<file path="src/rtl/ws2812_pixel_stream_encoder_if.sv">
// Pixel stream handshake between the pixel fetch logic (master) and the WS2812 encoder (slave).
interface ws2812_pixel_stream_encoder_if #(
    parameter int PIXEL_BITS = 24
);
    logic [PIXEL_BITS-1:0] pixel_data;
    logic                  pixel_last;
    logic                  pixel_valid;
    logic                  pixel_ready;

    modport master (
        output pixel_data,
        output pixel_last,
        output pixel_valid,
        input  pixel_ready
    );

    modport slave (
        input  pixel_data,
        input  pixel_last,
        input  pixel_valid,
        output pixel_ready
    );
endinterface

</file>
<file path="src/rtl/ws2812_pixel_stream_encoder.sv">
// WS2812 line encoder: double-buffered pixel stream in, MSB-first return-to-zero pulses out,
// with an automatic latch/reset low window at end of frame or when the stream runs dry.
module ws2812_pixel_stream_encoder #(
    parameter int CLK_FREQ_KHZ  = 10000,
    parameter int T_HI_TRUE_NS  = 700,
    parameter int T_HI_FALSE_NS = 300,
    parameter int T_PERIOD_NS   = 1100,
    parameter int T_RESET_NS    = 80000,
    parameter int PIXEL_BITS    = 24
) (
    input  logic                          clk,
    input  logic                          rst_n,
    ws2812_pixel_stream_encoder_if.slave  pixel,
    output logic                          encoded_output,
    output logic                          busy,
    output logic                          frame_done,
    output logic                          underrun
);

    localparam int CLK_PERIOD_NS    = 1000000 / CLK_FREQ_KHZ;
    localparam int T_HI_TRUE_TICKS  = T_HI_TRUE_NS / CLK_PERIOD_NS;
    localparam int T_HI_FALSE_TICKS = T_HI_FALSE_NS / CLK_PERIOD_NS;
    localparam int T_PERIOD_TICKS   = T_PERIOD_NS / CLK_PERIOD_NS;
    localparam int T_RESET_TICKS    = T_RESET_NS / CLK_PERIOD_NS;

    localparam int TICK_MAX = (T_PERIOD_TICKS > T_RESET_TICKS) ? T_PERIOD_TICKS : T_RESET_TICKS;
    localparam int TW       = $clog2(TICK_MAX + 1);
    localparam int BW       = $clog2(PIXEL_BITS + 1);

    localparam logic [TW-1:0] PERIOD_LAST = TW'(T_PERIOD_TICKS - 1);
    localparam logic [TW-1:0] RESET_LAST  = TW'(T_RESET_TICKS - 1);
    localparam logic [TW-1:0] HI_TRUE     = TW'(T_HI_TRUE_TICKS);
    localparam logic [TW-1:0] HI_FALSE    = TW'(T_HI_FALSE_TICKS);
    localparam logic [BW-1:0] BIT_LAST    = BW'(PIXEL_BITS - 1);

    generate
        if (T_HI_FALSE_TICKS < 1) begin : g_chk_hi_false
            $error("T_HI_FALSE_TICKS must be at least 1");
        end
        if (T_HI_TRUE_TICKS <= T_HI_FALSE_TICKS) begin : g_chk_hi_true
            $error("T_HI_TRUE_TICKS must exceed T_HI_FALSE_TICKS");
        end
        if (T_PERIOD_TICKS <= T_HI_TRUE_TICKS) begin : g_chk_period
            $error("T_PERIOD_TICKS must exceed T_HI_TRUE_TICKS");
        end
        if (T_RESET_TICKS < 1) begin : g_chk_reset
            $error("T_RESET_TICKS must be at least 1");
        end
        if (PIXEL_BITS < 1) begin : g_chk_bits
            $error("PIXEL_BITS must be at least 1");
        end
    endgenerate

    typedef enum logic [1:0] {
        ST_IDLE,
        ST_TX,
        ST_RESET
    } state_t;

    state_t                state_reg;
    logic [PIXEL_BITS-1:0] buf_data_reg;
    logic                  buf_last_reg;
    logic                  buf_full_reg;
    logic [PIXEL_BITS-1:0] shift_data_reg;
    logic                  shift_last_reg;
    logic [BW-1:0]         bit_reg;
    logic [TW-1:0]         tick_reg;
    logic [TW-1:0]         hi_ticks;
    logic                  accept;

    // Ready depends only on the holding buffer, so a refill and a drain never share an edge.
    assign pixel.pixel_ready = rst_n && !buf_full_reg;
    assign accept            = pixel.pixel_valid && pixel.pixel_ready;
    assign hi_ticks          = shift_data_reg[PIXEL_BITS-1] ? HI_TRUE : HI_FALSE;

    always_ff @(posedge clk or negedge rst_n) begin
        if (!rst_n) begin
            state_reg      <= ST_IDLE;
            buf_data_reg   <= '0;
            buf_last_reg   <= 1'b0;
            buf_full_reg   <= 1'b0;
            shift_data_reg <= '0;
            shift_last_reg <= 1'b0;
            bit_reg        <= '0;
            tick_reg       <= '0;
            encoded_output <= 1'b0;
            busy           <= 1'b0;
            frame_done     <= 1'b0;
            underrun       <= 1'b0;
        end else begin
            frame_done <= 1'b0;
            underrun   <= 1'b0;
            busy       <= (state_reg != ST_IDLE);

            if (accept) begin
                buf_data_reg <= pixel.pixel_data;
                buf_last_reg <= pixel.pixel_last;
                buf_full_reg <= 1'b1;
            end

            case (state_reg)
                ST_IDLE: begin
                    encoded_output <= 1'b0;
                    if (buf_full_reg) begin
                        shift_data_reg <= buf_data_reg;
                        shift_last_reg <= buf_last_reg;
                        buf_full_reg   <= 1'b0;
                        tick_reg       <= '0;
                        bit_reg        <= '0;
                        state_reg      <= ST_TX;
                    end
                end

                ST_TX: begin
                    encoded_output <= (tick_reg < hi_ticks);
                    if (tick_reg == PERIOD_LAST) begin
                        tick_reg <= '0;
                        if (bit_reg == BIT_LAST) begin
                            // End of pixel: frame end wins over a waiting pixel.
                            if (shift_last_reg) begin
                                state_reg <= ST_RESET;
                            end else if (buf_full_reg) begin
                                shift_data_reg <= buf_data_reg;
                                shift_last_reg <= buf_last_reg;
                                buf_full_reg   <= 1'b0;
                                bit_reg        <= '0;
                            end else begin
                                underrun  <= 1'b1;
                                state_reg <= ST_RESET;
                            end
                        end else begin
                            shift_data_reg <= shift_data_reg << 1;
                            bit_reg        <= bit_reg + BW'(1);
                        end
                    end else begin
                        tick_reg <= tick_reg + TW'(1);
                    end
                end

                ST_RESET: begin
                    encoded_output <= 1'b0;
                    if (tick_reg == RESET_LAST) begin
                        frame_done <= 1'b1;
                        tick_reg   <= '0;
                        state_reg  <= ST_IDLE;
                    end else begin
                        tick_reg <= tick_reg + TW'(1);
                    end
                end

                default: begin
                    encoded_output <= 1'b0;
                    state_reg      <= ST_IDLE;
                end
            endcase
        end
    end

endmodule

</file>
<file path="src/flat_wrapper.sv">
// flat-port wrapper written by rule: the top's interface ports become plain ports
module ws2812_pixel_stream_encoder_flat 
#(
    parameter int CLK_FREQ_KHZ  = 10000,
    parameter int T_HI_TRUE_NS  = 700,
    parameter int T_HI_FALSE_NS = 300,
    parameter int T_PERIOD_NS   = 1100,
    parameter int T_RESET_NS    = 80000,
    parameter int PIXEL_BITS    = 24
)
  (clk, rst_n, encoded_output, busy, frame_done, underrun, pixel_pixel_data, pixel_pixel_last, pixel_pixel_valid, pixel_pixel_ready);
  ws2812_pixel_stream_encoder_if #(.PIXEL_BITS(PIXEL_BITS)) pixel_i ();
  input  logic clk;
  input  logic rst_n;
  output logic encoded_output;
  output logic busy;
  output logic frame_done;
  output logic underrun;
  input wire logic [$bits(pixel_i.pixel_data)-1:0] pixel_pixel_data;
  input wire logic [$bits(pixel_i.pixel_last)-1:0] pixel_pixel_last;
  input wire logic [$bits(pixel_i.pixel_valid)-1:0] pixel_pixel_valid;
  output wire logic [$bits(pixel_i.pixel_ready)-1:0] pixel_pixel_ready;
  assign pixel_i.pixel_data = pixel_pixel_data;
  assign pixel_i.pixel_last = pixel_pixel_last;
  assign pixel_i.pixel_valid = pixel_pixel_valid;
  assign pixel_pixel_ready = pixel_i.pixel_ready;
  ws2812_pixel_stream_encoder #(.CLK_FREQ_KHZ(CLK_FREQ_KHZ), .T_HI_TRUE_NS(T_HI_TRUE_NS), .T_HI_FALSE_NS(T_HI_FALSE_NS), .T_PERIOD_NS(T_PERIOD_NS), .T_RESET_NS(T_RESET_NS), .PIXEL_BITS(PIXEL_BITS)) u_core (.clk(clk), .rst_n(rst_n), .pixel(pixel_i), .encoded_output(encoded_output), .busy(busy), .frame_done(frame_done), .underrun(underrun));
endmodule
</file>
<file path="config.mk">
export PLATFORM = sky130hd
export DESIGN_NAME = ws2812_pixel_stream_encoder_flat
export DESIGN_NICKNAME = d
export VERILOG_FILES = /design/src/rtl/ws2812_pixel_stream_encoder_if.sv /design/src/rtl/ws2812_pixel_stream_encoder.sv /design/src/flat_wrapper.sv
export SDC_FILE = /design/constraint.sdc
export NUM_CORES = 1
export LEC_CHECK = 0
export BUFFER_PORTS_ARGS = -buffer_cell sky130_fd_sc_hd__clkbuf_2
export CAP_MARGIN = 20
export CORE_MARGIN = 2
export CORE_UTILIZATION = 45
export CTS_CLUSTER_SIZE = 28
export DETAILED_ROUTE_END_ITERATION = 16
export HOLD_SLACK_MARGIN = 0.15
export PLACE_DENSITY = 0.71
export SYNTH_ARGS = -nofsm -noshare
export SYNTH_HDL_FRONTEND = slang
export SYNTH_SLANG_ARGS = --single-unit
export TNS_END_PERCENT = 5
</file>
<file path="constraint.sdc">
create_clock -name clk -period 5 [get_ports clk]
set_input_delay 0.5 -clock clk [delete_from_list [all_inputs] [get_ports clk]]
set_output_delay 0.5 -clock clk [all_outputs]
set_load 0.05 [all_outputs]
</file>
Word level (Yosys, flattened, before mapping)
Index checks and enable logic that the tools add are counted.
{"block": "word_totals", "regBits": 72, "output_inout_bits": 5}
{"block": "op_classes", "eq_ne": 11, "n_mux": 42, "addsub": 2, "reduce_logical": 11, "order_cmp": 1}
{"operator": "24-bit two-way mux", "count": 4}
{"operator": "24-bit case mux with 2 select lines", "count": 1}
{"operator": "10-bit two-way mux", "count": 3}
{"operator": "10-bit case mux with 3 select lines", "count": 1}
{"operator": "5-bit two-way mux", "count": 4}
{"operator": "1-bit two-way mux", "count": 18}
{"operator": "2-bit two-way mux", "count": 6}
{"operator": "10-bit by 1-bit adder with 10-bit output (second input constant)", "count": 1}
{"operator": "10-bit equality test (second input constant)", "count": 1}
{"operator": "10-bit by 4-bit equality test with 1-bit output (second input constant)", "count": 1}
{"operator": "10-bit < comparator", "count": 1}
{"operator": "5-bit case mux with 2 select lines", "count": 1}
{"operator": "2-bit by 1-bit inequality test with 1-bit output (second input constant)", "count": 4}
{"operator": "3-bit inequality test (second input constant)", "count": 2}
{"operator": "2-bit case mux with 3 select lines", "count": 1}
{"operator": "5-bit by 1-bit adder with 5-bit output (second input constant)", "count": 1}
{"operator": "5-bit equality test (second input constant)", "count": 1}
{"operator": "5-bit AND reduction", "count": 1}
{"operator": "1-bit case mux with 2 select lines", "count": 2}
{"operator": "4-bit AND reduction", "count": 1}
{"operator": "2-bit nonzero test", "count": 2}
{"operator": "3-bit two-way mux", "count": 1}
{"operator": "3-bit AND reduction", "count": 1}
{"operator": "3-bit nonzero test", "count": 1}
{"operator": "other kinds (6)", "count": 7}

Logic depth before layout (Yosys ltp)
Gate-level depths: netlist of run 1.
{"block": "logic_depth", "word_depth": 9, "ltp_mapped": 8}

Worst setup path after synthesis of run 1
OpenSTA, ideal clock, no wires.
{"block": "synth_path", "path_kind": "input port to flip-flop", "from": "in rst_n", "to": "reg u_core.buf_data_reg[10]", "n_path_buf": 1, "required_ps": 4875, "slack_ps": 2681, "path_stages": 4, "arrival_time_ps": 2194, "cell_sequence": "nor2b_1 -> nand2_1 -> clkbuf_1 -> mux2_2"}
{"block": "synth_via", "elab_chain_cells": 2}
{"element": "from (decl)", "line": "flat_wrapper.sv:14", "source": "input logic rst_n;"}
{"element": "1-bit logical AND", "line": "ws2812_pixel_stream_encoder.sv:72", "source": "assign pixel.pixel_ready = rst_n && !buf_full_reg;"}
{"element": "1-bit logical AND", "line": "ws2812_pixel_stream_encoder.sv:73", "source": "assign accept = pixel.pixel_valid && pixel.pixel_ready;"}
{"element": "to (signal assigned)", "line": "ws2812_pixel_stream_encoder.sv:96", "source": "buf_data_reg <= pixel.pixel_data;"}
{"element": "to (decl)", "line": "ws2812_pixel_stream_encoder.sv:61", "source": "logic [PIXEL_BITS-1:0] buf_data_reg;"}
No other way between the ends.
A chain may end at the register's enable or synchronous reset.

Final worst setup path of run 1
{"block": "layout_path", "from": "reg u_core.state_reg[1]", "to": "reg u_core.shift_data_reg[6]"}
{"block": "layout_via", "elab_chain_cells": 3, "word_cells_on_any_way": 7, "classes_between": "eq/ne: 3; mux: 1; reduce/logical: 3"}
{"element": "from (decl)", "line": "ws2812_pixel_stream_encoder.sv:60", "source": "state_t state_reg;"}
{"element": "from (signal assigned)", "line": "ws2812_pixel_stream_encoder.sv:78", "source": "state_reg <= ST_IDLE;"}
{"element": "from (signal assigned)", "line": "ws2812_pixel_stream_encoder.sv:110", "source": "state_reg <= ST_TX;"}
{"element": "from (signal assigned)", "line": "ws2812_pixel_stream_encoder.sv:121", "source": "state_reg <= ST_RESET;"}
{"element": "2-bit by 1-bit equality test with 1-bit output or 2-bit logical NOT (tied branches)", "line": "ws2812_pixel_stream_encoder.sv:101", "source": "case (state_reg)"}
{"element": "3-bit inequality test (no source line), or another cell as far along"}
{"element": "3-bit AND reduction (no source line)"}
{"element": "to (signal assigned)", "line": "ws2812_pixel_stream_encoder.sv:105", "source": "shift_data_reg <= buf_data_reg;"}
{"element": "to (signal assigned)", "line": "ws2812_pixel_stream_encoder.sv:123", "source": "shift_data_reg <= buf_data_reg;"}
{"element": "to (signal assigned)", "line": "ws2812_pixel_stream_encoder.sv:132", "source": "shift_data_reg <= shift_data_reg << 1;"}
{"element": "to (decl)", "line": "ws2812_pixel_stream_encoder.sv:64", "source": "logic [PIXEL_BITS-1:0] shift_data_reg;"}
Parallel ways exist; a longest one is shown, timed or not.

==> out/metrics.csv, run 1 <==
metric,value,unit
status,completed,
Yosys Warn Count,0,
FF-to-FF path depth,6,
grt ovf,0,
Max-Cap Viols,0,
PortBufs,32,
Worst Hold Class,in -> reg,
first-pass GRT wire length,10900,µm
"EDFF count, synth",0,
GPL Wtd Cong,0.879,
Synthesized Nets,316,
slowest cell delay on critical path,0.48,ns
layout filler cell count,694,
hold buffers post-CTS,0,
fmax,0.375,GHz
Post-CTS Setup Repair Bufs,0,
crit end category,register,
"Arr. time, crit path",2.91,ns
Main synth FF type,dfrtp_1,
synth cell count leaders,"dfrtp_1, mux2_2, nand2_1",
switching power total,0.000340,W
sw frac,25.3,%
wire length per cell,15.4,µm
GRT Total Usage,16.1,%
Total Wirelength,6550,µm
drt initial violations,153,
placed cell areas,3860,µm²
clock transition at the registers of the reported paths,0.08,ns
post-cts gate resize count,0,
dpl hpwl,4400,µm
power per cell area,329,nW/µm²
Cells after Synth,280,
clock power share,34.7,%
Seq cells post-synth,72,
worst vdd ir,0.128,mV
H-tree depth,3,
FF/Latch Area,1800,µm²
vias in the first global route,2228,
via count,2335,
diode count,0,
Ports,33,
hold depth,2,
"Seq/Total Area, Yosys",49.7,%
Hold Path End,u_core.buf_data_reg[13],
P_leak,1.85,nW
Row Count,32,
initial antenna violation count,0,
Final Cell Area,4080,µm²
core area,7770,µm²
worst path required time,5.24,ns
Crit-path slowest cell,nand2_2,
CTS buffer count,9,
Starting Density,46.7,%
Max Slew Vio Count,0,
# DRC,0,
"Avg Cell Area, Syn",13.0,µm²
Final period util,53.3,%
"FFs w/ async S/R, synth",100,%
final net count,353,
top-area cell type share of the netlist area,49.7,%
actual slew at the worst max-slew pin,0.897,ns
Final Hold Violating Endpoints,0,
worst skew pair latency,0.36,ns
HP Start,pixel_pixel_data[13],
Multi-input gate area,1720,µm²
CP Max Fanout,26,
Comb power frac,10.8,%
synth unique cells,52,
CTS tree,built,
Via density,5.51,
sequential power share,54.5,%
Clock Skew,0.00908,ns
total negative slack,0,ns
cell-internal power,0.00100,W
drt first pass iters,4,
CP Cell Sequence,"inv_1, ha_1, nand2_2, a221oi_4, buf_4, mux2_2",
CTS Buffer Depth,2,
Synth Cell Area,3630,µm²
largest net degree at the start of global routing,73,
Root Buffer Master,clkbuf_8,
Final min period,2.67,ns
"top cells by area, synth","dfrtp_1, mux2_2, mux2_4",
"setup slack, reg-to-reg",2.33,ns
Slew HR,40.2,%
chip width,93.8,µm
P&R area growth vs syn,12.6,%
Antenna Violating Nets Remaining,0,
CP startpoint kind,register,
Crit Reg-Reg Startpoint,u_core.state_reg[1],
clk sink count,72,
Final Total Pwr,0.00134,W
Worst Setup Path Type,reg -> reg,
Final setup viols,0,
cell taking the most area after synthesis,dfrtp_1,
most common cell in the netlist,dfrtp_1,
die footprint,8790,µm²
r2r endpoint,u_core.shift_data_reg[6],
share of cells above drive strength 1,41.0,%
chip height,93.8,µm
RSZ-0062 raised after global routing,no,
==> critical path, delay by kind of cell (launching register included) <==
family	cells	cell delay [ns]
multiplexers	1	0.38
AND/OR/NAND/NOR	1	0.48
flip-flops	1	0.42
AO/OA/AOI/OAI	1	0.35
buffers and inverters	2	0.49
adder cells (fa/ha/maj)	1	0.41
==> through the flow <==
stage / hold WS [ns] / setup slack (ns) / util (%) / std cells
3_3_place_gp: 0.484 / 2.42 / 49.7 / 407
3_5_place_dp: 0.491 / 2.35 / 49.7 / 407
2_1_floorplan: 0.204 / 2.68 / - / 280
4_1_cts: 0.362 / 2.32 / 52.2 / 423
5_1_grt: 0.359 / 2.18 / 52.6 / 424
6_report: 0.363 / 2.33 / 52.6 / 424
==> how the worst max path moves through the flow <==
| stage | startpoint | to | slack (ns) |
|---|---|---|---|
| floorplan | rst_n | u_core.buf_data_reg[10] | 2.68 |
| global placement | u_core.state_reg[1] | u_core.shift_data_reg[8] | 2.42 |
| detailed placement | u_core.state_reg[1] | u_core.shift_data_reg[6] | 2.35 |
| CTS | u_core.state_reg[1] | u_core.shift_data_reg[6] | 2.32 |
| global route | u_core.bit_reg[0] | u_core.shift_data_reg[6] | 2.18 |
| finish | u_core.state_reg[1] | u_core.shift_data_reg[6] | 2.33 |
==> metal layers <==
metal  part of all wire (%)  global-route usage (%)  vias to the layer above
met3                    3.5                    2.89                       11
met2                     46                    23.3                       41
met1                     49                    22.9                     1165
met4                    2.2                    8.70                        0
li1                       -                       -                     1118
met5                      0                       0                        -
==> layout make-up <==
cell class	count	area share, %
clock buffer	10	3.12
clock inverter	6	1.65
inverter	10	0.919
multi-input combinational	189	42.1
sequential	72	44.1
tap	102	3.12
timing repair buffer	35	4.96
==> logic make-up after synthesis <==
family / Yosys count / synth area share, %
fa+ha+maj: 8 / 2.76
flops: 72 / 49.7
buf+inv: 19 / 2.93
simple gates: 67 / 11.1
compound gates: 40 / 8.76
mux: 74 / 24.8
==> layout by cell type (no fill, tap or decap), drive strengths merged, types with 5 or more instances in the layout <==
master / synthesis / routed
clkbuf: 5 / 41
inv: 10 / 12
mux2: 70 / 70
nand2: 21 / 21
ha: 8 / 8
o211ai: 6 / 6
dfrtp: 72 / 72
or3: 5 / 5
nor2b: 5 / 5
o21ai: 7 / 7
nand3: 5 / 5
nor3: 6 / 6
==> power by group through the flow <==
stage	Clock, W	Combinational [W]	Sequential [W]
2_1_floorplan	0	0.000107	0.000721
3_3_place_gp	0	0.000138	0.000741
3_5_place_dp	0	0.000145	0.000744
4_1_cts	0.000474	0.000145	0.000733
5_1_grt	0.000500	0.000158	0.000745
6_report	0.000467	0.000145	0.000732
No activity file was read; power rests on OpenSTA's default activity.
==> inputs of run 2 (changes only) <==
Clock period 5 ns to 2.8 ns, I/O delays scaled along.
==> run 2 against run 1 <==
Effect of this change:
- sequential share of layout area shrank 1.9 points
- fmax is 16% higher
- routed wire length grew 1.2%
- clock skew rose by 0.0038 ns
- via count grew 2.9%
- power is 75% higher
- worst hold slack worse by 0.19 ns
- highest routed layer unchanged
- die area stayed put
- final cell count increased by 5.0%
- critical path depth grew 1
- flip-flop and latch count unchanged
- register-to-register slack lost 1.8 ns
==> out/metrics.csv, run 2 (synthesis gave the netlist of run 1 again) <==
metric,value,unit,change
RSZ-0062 raised after global routing,no,,
crit end category,register,,
Final min period,2.30,ns,-0.365 ns
Final period util,82.2,%,+29 points
Max Slew Vio Count,0,,unchanged
power per cell area,552,nW/µm²,+68%
post-cts gate resize count,0,,unchanged
Starting Density,46.7,%,unchanged
CP Max Fanout,23,,-12%
"Arr. time, crit path",2.54,ns,-0.37 ns
CP Cell Sequence,"inv_1, ha_1, inv_1, nand2_1, a221oi_4, buf_4, mux2_2",,
clock transition at the registers of the reported paths,0.08,ns,about the same
Hold Slack,0.172,ns,-0.191 ns
Met2 Wirelength,3150,µm,+5.5%
worst skew pair latency,0.35,ns,about the same
via count,2402,,+2.9%
GPL Wtd Cong,0.815,,-7.2%
WL met3,233,µm,+0.43%
CTS tree,built,,
vias in the first global route,2425,,+8.8%
Via density,5.40,,-2.0%
actual slew at the worst max-slew pin,0.886,ns,-0.0103 ns
PortBufs,32,,unchanged
clock power share,33.0,%,-1.7 points
Final setup viols,0,,unchanged
Root Buffer Master,clkbuf_8,,
Clock Skew,0.0129,ns,+0.00382 ns
Worst Setup Path Type,reg -> reg,,
Ports,33,,unchanged
grt ovf,0,,unchanged
Comb power frac,11.6,%,+0.8 points
Slew HR,40.9,%,+0.68 points
Worst Hold Class,in -> reg,,
final net count,374,,+5.9%
placed cell areas,3880,µm²,+0.58%
Post-CTS Setup Repair Bufs,0,,unchanged
wire length per cell,14.9,µm,-3.6%
sw frac,24.9,%,-0.35 points
cell-internal power,0.00177,W,+76%
P_leak,1.94,nW,+4.7%
die footprint,8790,µm²,unchanged
clk sink count,72,,unchanged
sequential power share,55.5,%,+1.0 points
share of cells above drive strength 1,39.4,%,-1.6 points
fmax,0.434,GHz,+16%
first-pass GRT wire length,11600,µm,+6.4%
CTS buffer count,9,,unchanged
switching power total,0.000587,W,+73%
Crit-path slowest cell,dfrtp_1,,
chip height,93.8,µm,unchanged
core area,7770,µm²,unchanged
CP startpoint kind,register,,
Total Wirelength,6630,µm,+1.2%
drt first pass iters,4,,unchanged
Final Cell Area,4270,µm²,+4.4%
Top Layer Used,met4,,
diode count,0,,unchanged
chip width,93.8,µm,unchanged
status,completed,,
P&R area growth vs syn,17.6,%,
met1 wire length,3090,µm,-3.3%
worst path required time,3.04,ns,-2.20 ns
slowest cell delay on critical path,0.40,ns,-0.08 ns
GRT Total Usage,17.0,%,+0.88 points
# DRC,0,,unchanged
Row Count,32,,unchanged
layout filler cell count,678,,-2.3%
"most common cell after layout, fill and taps aside",dfrtp_1,,
CTS Buffer Depth,2,,unchanged
Final Hold Violating Endpoints,0,,unchanged
most frequent CP cell,inv_1,,
largest net degree at the start of global routing,73,,unchanged
Max-Cap Viols,0,,unchanged
dpl hpwl,4390,µm,-0.11%
"commonest non-fill, non-tap cells in the layout","dfrtp_1, mux2_2, clkbuf_2, nand2_1",,
initial antenna violation count,0,,unchanged
drt initial violations,123,,-20%
worst vdd ir,0.309,mV,+140%
total negative slack,0,ns,unchanged
H-tree depth,3,,unchanged
Antenna Violating Nets Remaining,0,,unchanged
-- run 2: cell types whose count changed in the layout (fill, tap and decap cells not counted), sizes merged --
cell and change:
buf +2, bufinv -1, clkinvlp -2, inv -1
clkinv +3, dlygate4sd3 +19, clkbuf +1
-- run 2: timing repair --
action / CTS / global route
hold buffers: 18 / 1
hold endpoints to repair: 18 / 1
endpoints found under the setup margin: 0 / 0
-- run 2: per-stage QoR --
stage	worst slack (ns)	cells	util, %	power, W
2_1_floorplan	0.570	280	-	0.00148
3_3_place_gp	0.552	410	50.0	0.00157
3_5_place_dp	0.514	410	50.0	0.00158
4_1_cts	0.494	444	54.8	0.00240
5_1_grt	0.293	445	54.9	0.00248
6_report	0.498	445	54.9	0.00235
-- run 2: layout make-up --
| type | count | area [µm²] | area share (%) |
|---|---|---|---|
| inverter | 10 | 37.5 | 0.880 |
| clock inverter | 5 | 40.0 | 0.939 |
| tap | 102 | 128 | 2.99 |
| timing repair buffer | 56 | 388 | 9.09 |
| sequential | 72 | 1800 | 42.2 |
| clock buffer | 11 | 151 | 3.55 |
| multi-input combinational | 189 | 1720 | 40.3 |
-- run 2: worst paths after layout --
kind	from	slack, ns	to	cells after the start
worst max-delay path	u_core.state_reg[1]	0.50	u_core.shift_data_reg[6]	7
worst min-delay path	pixel_pixel_data[2]	0.17	u_core.buf_data_reg[2]	2
worst max register to register	u_core.state_reg[1]	0.50	u_core.shift_data_reg[6]	7
worst min register to register	u_core.shift_data_reg[0]	0.50	u_core.shift_data_reg[0]	1
max in group asynchronous	rst_n	2.01	u_core.buf_data_reg[21]	2
min in group asynchronous	rst_n	0.21	u_core.tick_reg[9]	2
-- run 2: routing by layer --
layer,vias to the layer above,global-route usage [%]
met5,-,0
met2,47,25.7
met3,12,4.90
li1,1157,-
met4,0,7.25
met1,1186,22.9
-- run 2: critical path: cells and delay by family (launching register included) --
family | cells | cell delay, ns
flops | 1 | 0.40
simple gates | 1 | 0.16
fa+ha+maj | 1 | 0.32
compound gates | 1 | 0.28
mux | 1 | 0.38
buf+inv | 3 | 0.64
-- run 2: power by group through the flow --
| stage | Combinational (W) | Clock (W) | Sequential (W) |
|---|---|---|---|
| final | 0.000272 | 0.000776 | 0.00131 |
| after global routing | 0.000302 | 0.000854 | 0.00133 |
| after CTS | 0.000277 | 0.000813 | 0.00131 |
| after detailed placement | 0.000252 | 0 | 0.00133 |
| after global placement | 0.000247 | 0 | 0.00132 |
| after floorplan | 0.000190 | 0 | 0.00129 |
